### src/rtl/mano_loader_pkg.sv
// mano_loader_pkg: shared state encoding, widths and frame-length helper for the Mano image loader
package mano_loader_pkg;
   localparam int ADDR_W = 8;
   localparam int DATA_W = 8;
   // A LEN byte of zero stands for a full 256-byte image.
   localparam logic [8:0] LEN_ZERO = 9'd256;
   typedef enum logic [2:0] {IDLE, GET_LEN, DATA, CHECK, RUN, ERR} state_t;
   function automatic logic [8:0] frame_len(input logic [DATA_W-1:0] b);
      return (b == '0) ? LEN_ZERO : {1'b0, b};
   endfunction
endpackage

### src/rtl/mano_loader_cksum.sv
// mano_loader_cksum: 8-bit wrapping running sum; ports clk, rst, clr (zero the sum), en (add din), din, sum
module mano_loader_cksum
   import mano_loader_pkg::*;
(
   input  logic              clk,
   input  logic              rst,
   input  logic              clr,
   input  logic              en,
   input  logic [DATA_W-1:0] din,
   output logic [DATA_W-1:0] sum
);
   always_ff @(posedge clk)
      if (rst || clr) sum <= '0;
      else if (en) sum <= sum + din;
endmodule

### src/rtl/mano_loader.sv
// mano_loader: streams a BASE/LEN/data/CSUM frame into Mano memory, then releases the CPU at BASE
// ports: clk, rst; in_data/in_valid/in_ready byte stream; reload; mem_we/mem_addr/mem_wdata write port;
//        cpu_hold, cpu_start, pc_init CPU control; load_err, busy status
module mano_loader
   import mano_loader_pkg::*;
(
   input  logic              clk,
   input  logic              rst,
   input  logic [DATA_W-1:0] in_data,
   input  logic              in_valid,
   output logic              in_ready,
   input  logic              reload,
   output logic              mem_we,
   output logic [ADDR_W-1:0] mem_addr,
   output logic [DATA_W-1:0] mem_wdata,
   output logic              cpu_hold,
   output logic              cpu_start,
   output logic [ADDR_W-1:0] pc_init,
   output logic              load_err,
   output logic              busy
);
   state_t            state;
   logic [ADDR_W-1:0] base;
   logic [ADDR_W-1:0] ptr;
   logic [8:0]        cnt;
   logic [DATA_W-1:0] sum;
   logic              hs;
   assign in_ready = (state != RUN) && (state != ERR);
   assign hs       = in_valid && in_ready;
   assign cpu_hold = (state != RUN);
   assign load_err = (state == ERR);
   assign busy     = (state == GET_LEN) || (state == DATA) || (state == CHECK);
   // The sum is cleared while the LEN byte is awaited so each frame starts from zero.
   mano_loader_cksum u_cksum (
      .clk (clk),
      .rst (rst),
      .clr (state == GET_LEN),
      .en  (hs && (state == DATA)),
      .din (in_data),
      .sum (sum)
   );
   always_ff @(posedge clk) begin
      if (rst) begin
         state     <= IDLE;
         base      <= '0;
         ptr       <= '0;
         cnt       <= '0;
         mem_we    <= 1'b0;
         mem_addr  <= '0;
         mem_wdata <= '0;
         cpu_start <= 1'b0;
         pc_init   <= '0;
      end else begin
         mem_we    <= 1'b0;
         cpu_start <= 1'b0;
         case (state)
            IDLE: if (hs) begin
               base  <= in_data;
               state <= GET_LEN;
            end
            GET_LEN: if (hs) begin
               cnt   <= frame_len(in_data);
               ptr   <= base;
               state <= DATA;
            end
            DATA: if (hs) begin
               mem_we    <= 1'b1;
               mem_addr  <= ptr;
               mem_wdata <= in_data;
               ptr       <= ptr + 1'b1;
               cnt       <= cnt - 1'b1;
               if (cnt == 9'd1) state <= CHECK;
            end
            CHECK: if (hs) begin
               if (in_data == sum) begin
                  state     <= RUN;
                  cpu_start <= 1'b1;
                  pc_init   <= base;
               end else state <= ERR;
            end
            RUN, ERR: if (reload) state <= IDLE;
            default: state <= IDLE;
         endcase
      end
   end
endmodule

### config.mk
export PLATFORM = sky130hd
export DESIGN_NAME = mano_loader
export DESIGN_NICKNAME = d
export VERILOG_FILES = /design/src/rtl/mano_loader_pkg.sv /design/src/rtl/mano_loader_cksum.sv /design/src/rtl/mano_loader.sv
export SDC_FILE = /design/constraint.sdc
export NUM_CORES = 1
export LEC_CHECK = 0
export BUFFER_PORTS_ARGS = -buffer_cell sky130_fd_sc_hd__buf_2
export CAP_MARGIN = 20
export CORE_ASPECT_RATIO = 1.4
export CORE_MARGIN = 4
export CORE_UTILIZATION = 60
export CTS_CLUSTER_SIZE = 10
export DETAILED_ROUTE_END_ITERATION = 16
export HOLD_SLACK_MARGIN = 0.15
export PLACE_DENSITY = 0.92
export SKIP_CTS_REPAIR_TIMING = 1
export SLEW_MARGIN = 25
export SYNTH_ARGS = -nofsm -noshare
export SYNTH_HDL_FRONTEND = slang
export SYNTH_SLANG_ARGS = --single-unit
### constraint.sdc
create_clock -name clk -period 2.9 [get_ports clk]
set_clock_uncertainty 0.15 [all_clocks]
set_input_delay 0.29 -clock clk [delete_from_list [all_inputs] [get_ports clk]]
set_output_delay 0.29 -clock clk [all_outputs]
set_load 0.01 [all_outputs]
---- Word level (Yosys, flattened, before mapping) ----
Index checks and enable logic that the tools add are counted.
operators by class
  add/sub/neg operators ................... 3
  equal/unequal tests ..................... 15
  multiplexer cells ....................... 17
  bitwise logic cells ..................... 3
  reduce and logical (&&, ||, !) cells .... 17
operators by type and width
  kind                                                                   number
  9-bit two-way mux                                                      3
  3-bit two-way mux                                                      6
  9-bit one-hot mux with 2 select lines                                  1
  8-bit two-way mux                                                      2
  8-bit one-hot mux with 2 select lines                                  1
  3-bit one-hot mux with 5 select lines                                  1
  2-bit inequality test, second input constant                           5
  9-bit by 1-bit equality test with 1-bit output, second input constant  1
  9-bit by 1-bit subtractor with 9-bit output, second input constant     1
  8-bit by 1-bit adder with 8-bit output, second input constant          1
  8-bit adder                                                            1
  8-bit equality test                                                    1
  8-bit logical NOT                                                      1
  3-bit by 2-bit equality test with 1-bit output, second input constant  2
  3-bit equality test, second input constant                             2
  3-bit inequality test, second input constant                           2
  3-bit AND reduction                                                    2
  6-bit AND reduction                                                    1
  2-bit AND reduction                                                    2
  2-bit OR reduction                                                     2
  3-bit by 1-bit equality test with 1-bit output, second input constant  1
  1-bit logical AND                                                      3
  3-bit logical NOT                                                      1
  1-bit logical OR                                                       3
  other kinds (5)                                                        9
storage, ports and cells
  register bits ........................... 62
  bits of input ports ..................... 12
  logic and storage cells ................. 65

---- Depth between registers and ports, before layout ----
Gate-level depths: netlist of the first run.
  depth after elaboration ................. 5
  mapped depth ............................ 7
  depth with buffers taken out ............ 7

---- Modules after synthesis ----
A second synthesis of the first run with hierarchy kept.
unflattened totals
  cells, all modules ...................... 396
  area, all modules ....................... 3179.3 um^2
modules (own cells, without submodules)
  module             times used  cells each  area an instance (um^2)  seq. area each (um^2)
  mano_loader        1           327         2588.7                   1081.0
  mano_loader_cksum  1           69          590.6                    160.2

---- Least setup slack after synthesis of the first run ----
Ideal clock, no wire load.
  path type ............................... input to register
  start point ............................. in in_data[0]
  end point ............................... reg u_cksum.sum[6]
  library setup time ...................... 0.120 ns
  arrival time ............................ 1.708 ns
  data required time ...................... 2.630 ns
  slack ................................... 0.923 ns
  stages on the path ...................... 7
  path buffers ............................ 0
  cells stage by stage .................... ha_1 > fa_1 > a211oi_1 > o21bai_1 > a21oi_1 > nor4_1 > a211o_1
between the ends
  cells in the longest elaborated chain, start to end .. 1
RTL lines
  what                  line                     text
  start, declared       mano_loader.sv:9         input logic [DATA_W-1:0] in_data,
  8-bit adder           mano_loader_cksum.sv:14  else if (en) sum <= sum + din;
  end signal, assigned  mano_loader_cksum.sv:14
  end, declared         mano_loader_cksum.sv:10  output logic [DATA_W-1:0] sum
Every way passes these cells.
A chain may end at the register's enable or synchronous reset.

---- Final worst setup path of the first run ----
Ends and elaborated chain as after synthesis.

==> run summary, run 1 <==
=================================================================================================================
CP Data Arrival Time ...............................................................................      2.60 ns
Highest-delay cell along the critical path ......................................................... dlygate4sd3_1
Global-route wire length before repair .............................................................     12200 um
Chain of cells forming the critical path ........................................................... dlygate4sd3_1 -> buf_2 -> ha_1 -> fa_1 -> a211oi_1 -> o21bai_1 -> a21oi_1 -> nor4_1 -> a211o_1
Vias/cell ..........................................................................................         5.90
Actual slew at the worst max-slew pin ..............................................................     0.706 ns
Worst IR Drop VDD ..................................................................................     0.426 mV
Net Count, Synth ...................................................................................          396
Required time of the critical path .................................................................      3.00 ns
Total of warnings raised by yosys ..................................................................            0
Max-slew headroom at the worst pin .................................................................        52.6%
Simple-gate portion of the synthesized area ........................................................        24.3%
Ratio of cells with drive above 1 in the final layout ..............................................        17.1%
Finished layout cell area ..........................................................................   3480 sq um
Clock period minus worst slack .....................................................................      2.50 ns
Clock tree from TritonCTS ..........................................................................          yes
Die boundary height ................................................................................      91.5 um
Startpoint-to-endpoint class of the critical path .................................................. input port to flip-flop
Final count of negative-setup-slack endpoints ......................................................            0
Max-cap check violation count ......................................................................            0
Post-synth EDFFs ...................................................................................            0
Setup crit start kind ..............................................................................   input port
First-pass iteration count of the detailed router ..................................................            5
Violation count after the first detailed-route iteration ...........................................          265
Number of pins exceeding their max-slew limit in the final report ..................................            0
Filler cell count in the final layout ..............................................................          391
Final Wtd Congestion ...............................................................................        0.919
Number of clock sinks ..............................................................................           62
Final HPWL from detailed placement .................................................................      5120 um
Share of flip-flops with an asynchronous set or reset ..............................................           0%
Area fraction in compound gates after synthesis ....................................................        21.0%
Count of buffers inserted at the top-level ports ...................................................           41
Total power after layout ...........................................................................      1.93 mW
Most common flop cell mapped by yosys ..............................................................      dfxtp_1
Clock slew at the register clock pins of the worst setup and hold paths ............................      0.07 ns
Number of placed instances with taps included ......................................................          462
Arithmetic-cell share of the synthesized area counting full adders, half adders and majority gates .        4.86%
FF-to-FF Start ..................................................................................... u_cksum.sum[0]
Critical Path Max Stage Delay ......................................................................      0.53 ns
Xor and xnor area share after synthesis ............................................................        1.47%
Vias in the first global route .....................................................................         2683
Number of antenna violations at the first check in global routing ..................................            0
Via count ..........................................................................................         2869
Mean Syn Cell Area .................................................................................   8.00 sq um
Most frequent cells in the layout .................................................................. nand2_1, dfxtp_1, a21oi_1
Level count of the clock H-tree ....................................................................            3
Relative contribution of sequential cells to total power ...........................................        47.5%
Hold WC Path Type .................................................................................. input port to flip-flop
Leakage dissipation ................................................................................      1.47 nW
Fraction of synthesized area in multiplexers .......................................................        2.68%
Net switching power ................................................................................     0.560 mW
Total wirelength of the detailed-routed design .....................................................      7570 um
Setup repair after global routing missed its margin ................................................           no
Total gr overflow ..................................................................................            0
Net count reported at finish .......................................................................          440
Reg-to-reg setup timing slack ......................................................................      0.71 ns
Worst path bufs/invs ...............................................................................            2
Hold Crit Depth ....................................................................................            4
Kind of cell adding the most delay to the critical path ............................................ compound AO/OA/AOI/OAI gates
Routed wirelength normalized by instance count .....................................................      15.6 um
Final count of hold timing violations ..............................................................            0
Die extent in x ....................................................................................      67.6 um
Final worst path period share ......................................................................        86.3%
Effective utilization at floorplan .................................................................        61.7%
Clock tree buffer depth ............................................................................            2
I/O pin count ......................................................................................           42
Clock Power Share ..................................................................................        39.5%
Total global routing track utilization .............................................................        26.1%
Gate count of the mapped netlist ...................................................................          373
Cell area after placement ..........................................................................   3210 sq um
Maximum achievable frequency .......................................................................      400 MHz
Area of the core region ............................................................................   4840 sq um
Critical-path maximum fanout .......................................................................            5
Clk Tree Root Cell .................................................................................     clkbuf_8
Number of distinct library cells after synthesis ...................................................           53
Reg2Reg Capture Point .............................................................................. u_cksum.sum[6]
Internal Dissipation ...............................................................................      1.38 mW
Worst Hold Endpoint ................................................................................     state[0]
Total Neg Setup Slack ..............................................................................         0 ns
Clock latency on the worst-skew pair ...............................................................      0.36 ns
Non-filler instance count after layout .............................................................          486
Core Rows ..........................................................................................           30
Launch point of the worst hold path ................................................................       reload
Result of the run .................................................................................. finished, final reports clean
Yosys reg bits .....................................................................................           62
Portion of the post-synthesis area used by sequential elements .....................................        41.6%
Largest family of logic cells by synthesized area .................................................. simple AND/OR/NAND/NOR gates
Number of routed nets with antenna violations ......................................................            0
Worst reg2reg path depth ...........................................................................            7
CP endpoint kind ...................................................................................    flip-flop
Switching part of the total power ..................................................................        28.9%
Gate power share ...................................................................................        13.0%
Number of CTS-inserted buffers .....................................................................            9
Area enclosed by the die boundary ..................................................................   6180 sq um
Maximum number of pins on one net before global-route repair .......................................           56
# diodes ...........................................................................................            0
Leading cell type in the layout, fill and taps excluded ............................................      nand2_1
DRC violation count after routing ..................................................................            0
Post-synthesis instance area .......................................................................   2990 sq um
Area added between synthesis and finish ............................................................        16.7%
Power density over the cells .......................................................................  555 nW/um^2
=================================================================================================================
==> cell usage after synthesis (3+ instances only) <==
master,instances,area share (%)
o21ai_0,19,3.2
a211oi_1,5,1.3
nand2_1,76,9.6
buf_2,6,1.0
nor4_1,5,1.0
a21oi_1,49,8.2
nor3_1,8,1.3
dfxtp_1,62,42
buf_4,3,0.75
inv_1,4,0.50
a31oi_1,3,0.63
xnor2_1,3,0.88
ha_1,10,4.2
nand2b_1,3,0.63
nor2_1,35,4.4
mux2i_1,8,2.7
nand3_1,7,1.2
o31ai_1,4,1.0
clkbuf_1,10,1.3
o21a_1,4,1.0
and2_1,3,0.63
and3_1,5,1.0
==> final cells by class <==
class | count | area [sq um] | area share, %
timing repair buffer | 55 | 330 | 9.48
sequential | 62 | 1240 | 35.6
multi-input combinational | 285 | 1620 | 46.5
clock buffer | 9 | 124 | 3.55
clock inverter | 7 | 73.8 | 2.12
inverter | 4 | 15.0 | 0.431
tap | 64 | 80.1 | 2.30
==> stage by stage <==
step | utilization [%] | setup slack (ns) | hold slack (ns)
after floorplan | - | 0.923 | 0.276
after global placement | 66.2 | 0.674 | 0.288
after detailed placement | 66.2 | 0.584 | 0.293
after CTS | 70.3 | 0.718 | 0.0592
after global routing | 72.0 | 0.313 | 0.215
final | 72.0 | 0.397 | 0.158
==> power groups by stage <==
stage | Combinational (mW) | Clock, mW | Sequential (mW)
floorplan | 0.183 | 0 | 0.922
global placement | 0.229 | 0 | 0.935
detailed placement | 0.239 | 0 | 0.936
CTS | 0.241 | 0.774 | 0.917
global route | 0.281 | 0.813 | 0.922
finish | 0.252 | 0.764 | 0.918
==> worst max path at each step <==
stage	from	to	slack [ns]	depth (start not counted)
2_1_floorplan	in_data[0]	u_cksum.sum[6]	0.92	7
3_3_place_gp	in_data[0]	u_cksum.sum[6]	0.67	8
3_5_place_dp	in_data[0]	u_cksum.sum[6]	0.58	8
4_1_cts	u_cksum.sum[0]	u_cksum.sum[6]	0.72	7
5_1_grt	in_data[5]	pc_init[2]	0.31	8
6_report	in_data[0]	u_cksum.sum[6]	0.40	9
==> per-layer routing <==
metal  wire length (um)  vias up  track usage, %
li1                   -     1400               -
met1               2980     1347            30.4
met2               3950      101            42.1
met3                438       21            7.18
met4                206        0            13.7
met5                  0        -               0
==> cells by family after synthesis <==
group | after synthesis
and+or+nand+nor | 158
muxes | 8
adders and majority gates | 11
AOI/OAI and AO/OA | 103
DFF | 62
buffers and inverters | 26
xor gates and xnor gates | 5
==> worst min-delay path, stage by stage <==
cell and delay [ns]:
buf_2 0.08, o21ai_0 0.09, nand3_1 0.10, a21oi_1 0.06
==> sequential cells by signal, summed over array words and instances (netlist names), 3 cells and up <==
name,count
cnt,9
base,8
state,3
pc_init,8
mem_wdata,8
u_cksum.sum,8
mem_addr,8
ptr,8
Power figures use the tool's default switching activity.
==> run 2: changes to the inputs <==
Settings changed: CTS_BUF_LIST from default to sky130_fd_sc_hd__clkbuf_16.
==> run 2 against run 1 <==
Effect of this change: cell area rose by 2.0%; hold slack got worse by 0.037 ns; critical path type unchanged; via count rose by 2.6%; critical endpoint unchanged; largest power group is now clock; largest cell class unchanged; wire length rose by 3.6%.
==> run summary, run 2 (synthesized netlist as in run 1, its figures left out) <==
======================================================================================
Count of buffers inserted at the top-level ports ........................           41
Violation count after the first detailed-route iteration ................          344
Worst path bufs/invs ....................................................            2
Clock slew at the register clock pins of the worst setup and hold paths .      0.05 ns
Routed wirelength normalized by instance count ..........................      16.2 um
Max-slew headroom at the worst pin ......................................        50.5%
Required time of the critical path ......................................      2.97 ns
Clock period minus worst slack ..........................................      2.56 ns
Vias in the first global route ..........................................         2755
Worst IR Drop VDD .......................................................     0.426 mV
Kind of cell adding the most delay to the critical path ................. compound AO/OA/AOI/OAI gates
Number of pins exceeding their max-slew limit in the final report .......            0
I/O pin count ...........................................................           42
# diodes ................................................................            0
Total Neg Setup Slack ...................................................         0 ns
Number of antenna violations at the first check in global routing .......            0
Final Wtd Congestion ....................................................        0.919
Vias/cell ...............................................................         6.09
Final count of hold timing violations ...................................            0
Critical Path Max Stage Delay ...........................................      0.53 ns
Chain of cells forming the critical path ................................ dlygate4sd3_1 -> buf_2 -> ha_1 -> fa_1 -> a211oi_1 -> o21bai_1 -> a21oi_1 -> nor4_1 -> a211o_1
Most frequent cells in the layout ....................................... nand2_1, dfxtp_1, a21oi_1
Die boundary height .....................................................      91.5 um
Clk Tree Root Cell ......................................................    clkbuf_16
Core Rows ...............................................................           30
CP Data Arrival Time ....................................................      2.63 ns
Critical-path maximum fanout ............................................            5
Multi-input combinational cell area .....................................   1620 sq um
Maximum number of pins on one net before global-route repair ............           56
Net count reported at finish ............................................          437
Final HPWL from detailed placement ......................................      5120 um
Global-route wire length before repair ..................................     12700 um
Area of the core region .................................................   4840 sq um
Area enclosed by the die boundary .......................................   6180 sq um
Actual slew at the worst max-slew pin ...................................     0.738 ns
Highest-delay cell along the critical path .............................. dlygate4sd3_1
Register with the most flip-flops .......................................          cnt
DRC violation count after routing .......................................            0
Startpoint-to-endpoint class of the critical path ....................... input port to flip-flop
Max-cap check violation count ...........................................            0
Total gr overflow .......................................................            0
Worst slack at placement ................................................     0.584 ns
Leading cell type in the layout, fill and taps excluded .................      nand2_1
Non-filler instance count after layout ..................................          483
Number of placed instances with taps included ...........................          462
Ratio of cells with drive above 1 in the final layout ...................        17.2%
Area added between synthesis and finish .................................        19.1%
Number of clock sinks ...................................................           62
Max reg flops ...........................................................            9
Die extent in x .........................................................      67.6 um
Via count ...............................................................         2943
Final count of negative-setup-slack endpoints ...........................            0
Clock tree from TritonCTS ...............................................          yes
Result of the run ....................................................... finished, final reports clean
Total global routing track utilization ..................................        27.0%
Hold WC Path Type ....................................................... input port to flip-flop
Maximum achievable frequency ............................................      391 MHz
Worst setup slack after layout ..........................................     0.339 ns
Final worst path period share ...........................................        88.3%
CP endpoint kind ........................................................    flip-flop
Number of CTS-inserted buffers ..........................................            9
Setup crit start kind ...................................................   input port
Number of routed nets with antenna violations ...........................            0
Clock tree buffer depth .................................................            2
Leakage dissipation .....................................................      1.50 nW
Combined flip-flop and latch cell area ..................................   1240 sq um
Filler cell count in the final layout ...................................          368
Level count of the clock H-tree .........................................            3
Effective utilization at floorplan ......................................        61.7%
Setup repair after global routing missed its margin .....................           no
First-pass iteration count of the detailed router .......................            5
Total wirelength of the detailed-routed design ..........................      7840 um
Power density over the cells ............................................  631 nW/um^2
Clock latency on the worst-skew pair ....................................      0.33 ns
======================================================================================
## run 2: final timing paths
| path | depth (start not counted) | end | start | slack (ns) |
|---|---|---|---|---|
| worst min-delay path | 3 | mem_wdata[4] | in_data[4] | 0.12 |
| worst min register to register | 2 | mem_wdata[3] | mem_wdata[3] | 0.30 |
| worst max-delay path | 9 | u_cksum.sum[6] | in_data[0] | 0.34 |
| worst max register to register | 7 | u_cksum.sum[6] | u_cksum.sum[0] | 0.68 |
## run 2: report_power, final
part / internal (mW) / switching, mW
Sequential: 0.883 / 0.0373
Combinational: 0.0920 / 0.160
Clock: 0.667 / 0.404
## run 2: layout make-up
class                      count  area share (%)
clock buffer                   9            6.33
clock inverter                 7            2.08
inverter                       4           0.422
multi-input combinational    285            45.6
sequential                    62            34.9
tap                           64            2.25
timing repair buffer          52            8.44
## run 2: per-stage QoR
| step | hold WS (ns) | utilization, % | power (mW) | instance area (sq um) |
|---|---|---|---|---|
| floorplan | 0.276 | - | 1.11 | 2990 |
| global placement | 0.288 | 66.2 | 1.16 | 3210 |
| detailed placement | 0.293 | 66.2 | 1.18 | 3210 |
| CTS | 0.0903 | 72.4 | 2.24 | 3510 |
| global route | 0.152 | 73.4 | 2.32 | 3560 |
| finish | 0.121 | 73.4 | 2.24 | 3560 |
## run 2: tightest hold or removal path: cells and delay by family
kind,cells,cell delay [ns]
buffers and inverters,1,0.15
AND/OR/NAND/NOR,1,0.06
AO/OA/AOI/OAI,1,0.05
## run 2: per-layer routing
metal	routed length [um]	share of wire, %	vias up	GRT usage [%]
met5	0	0	-	0
met4	254	3.2	0	13.7
met3	472	6.0	29	6.44
met2	4040	51	133	43.6
met1	3080	39	1378	32.2
li1	-	-	1403	-
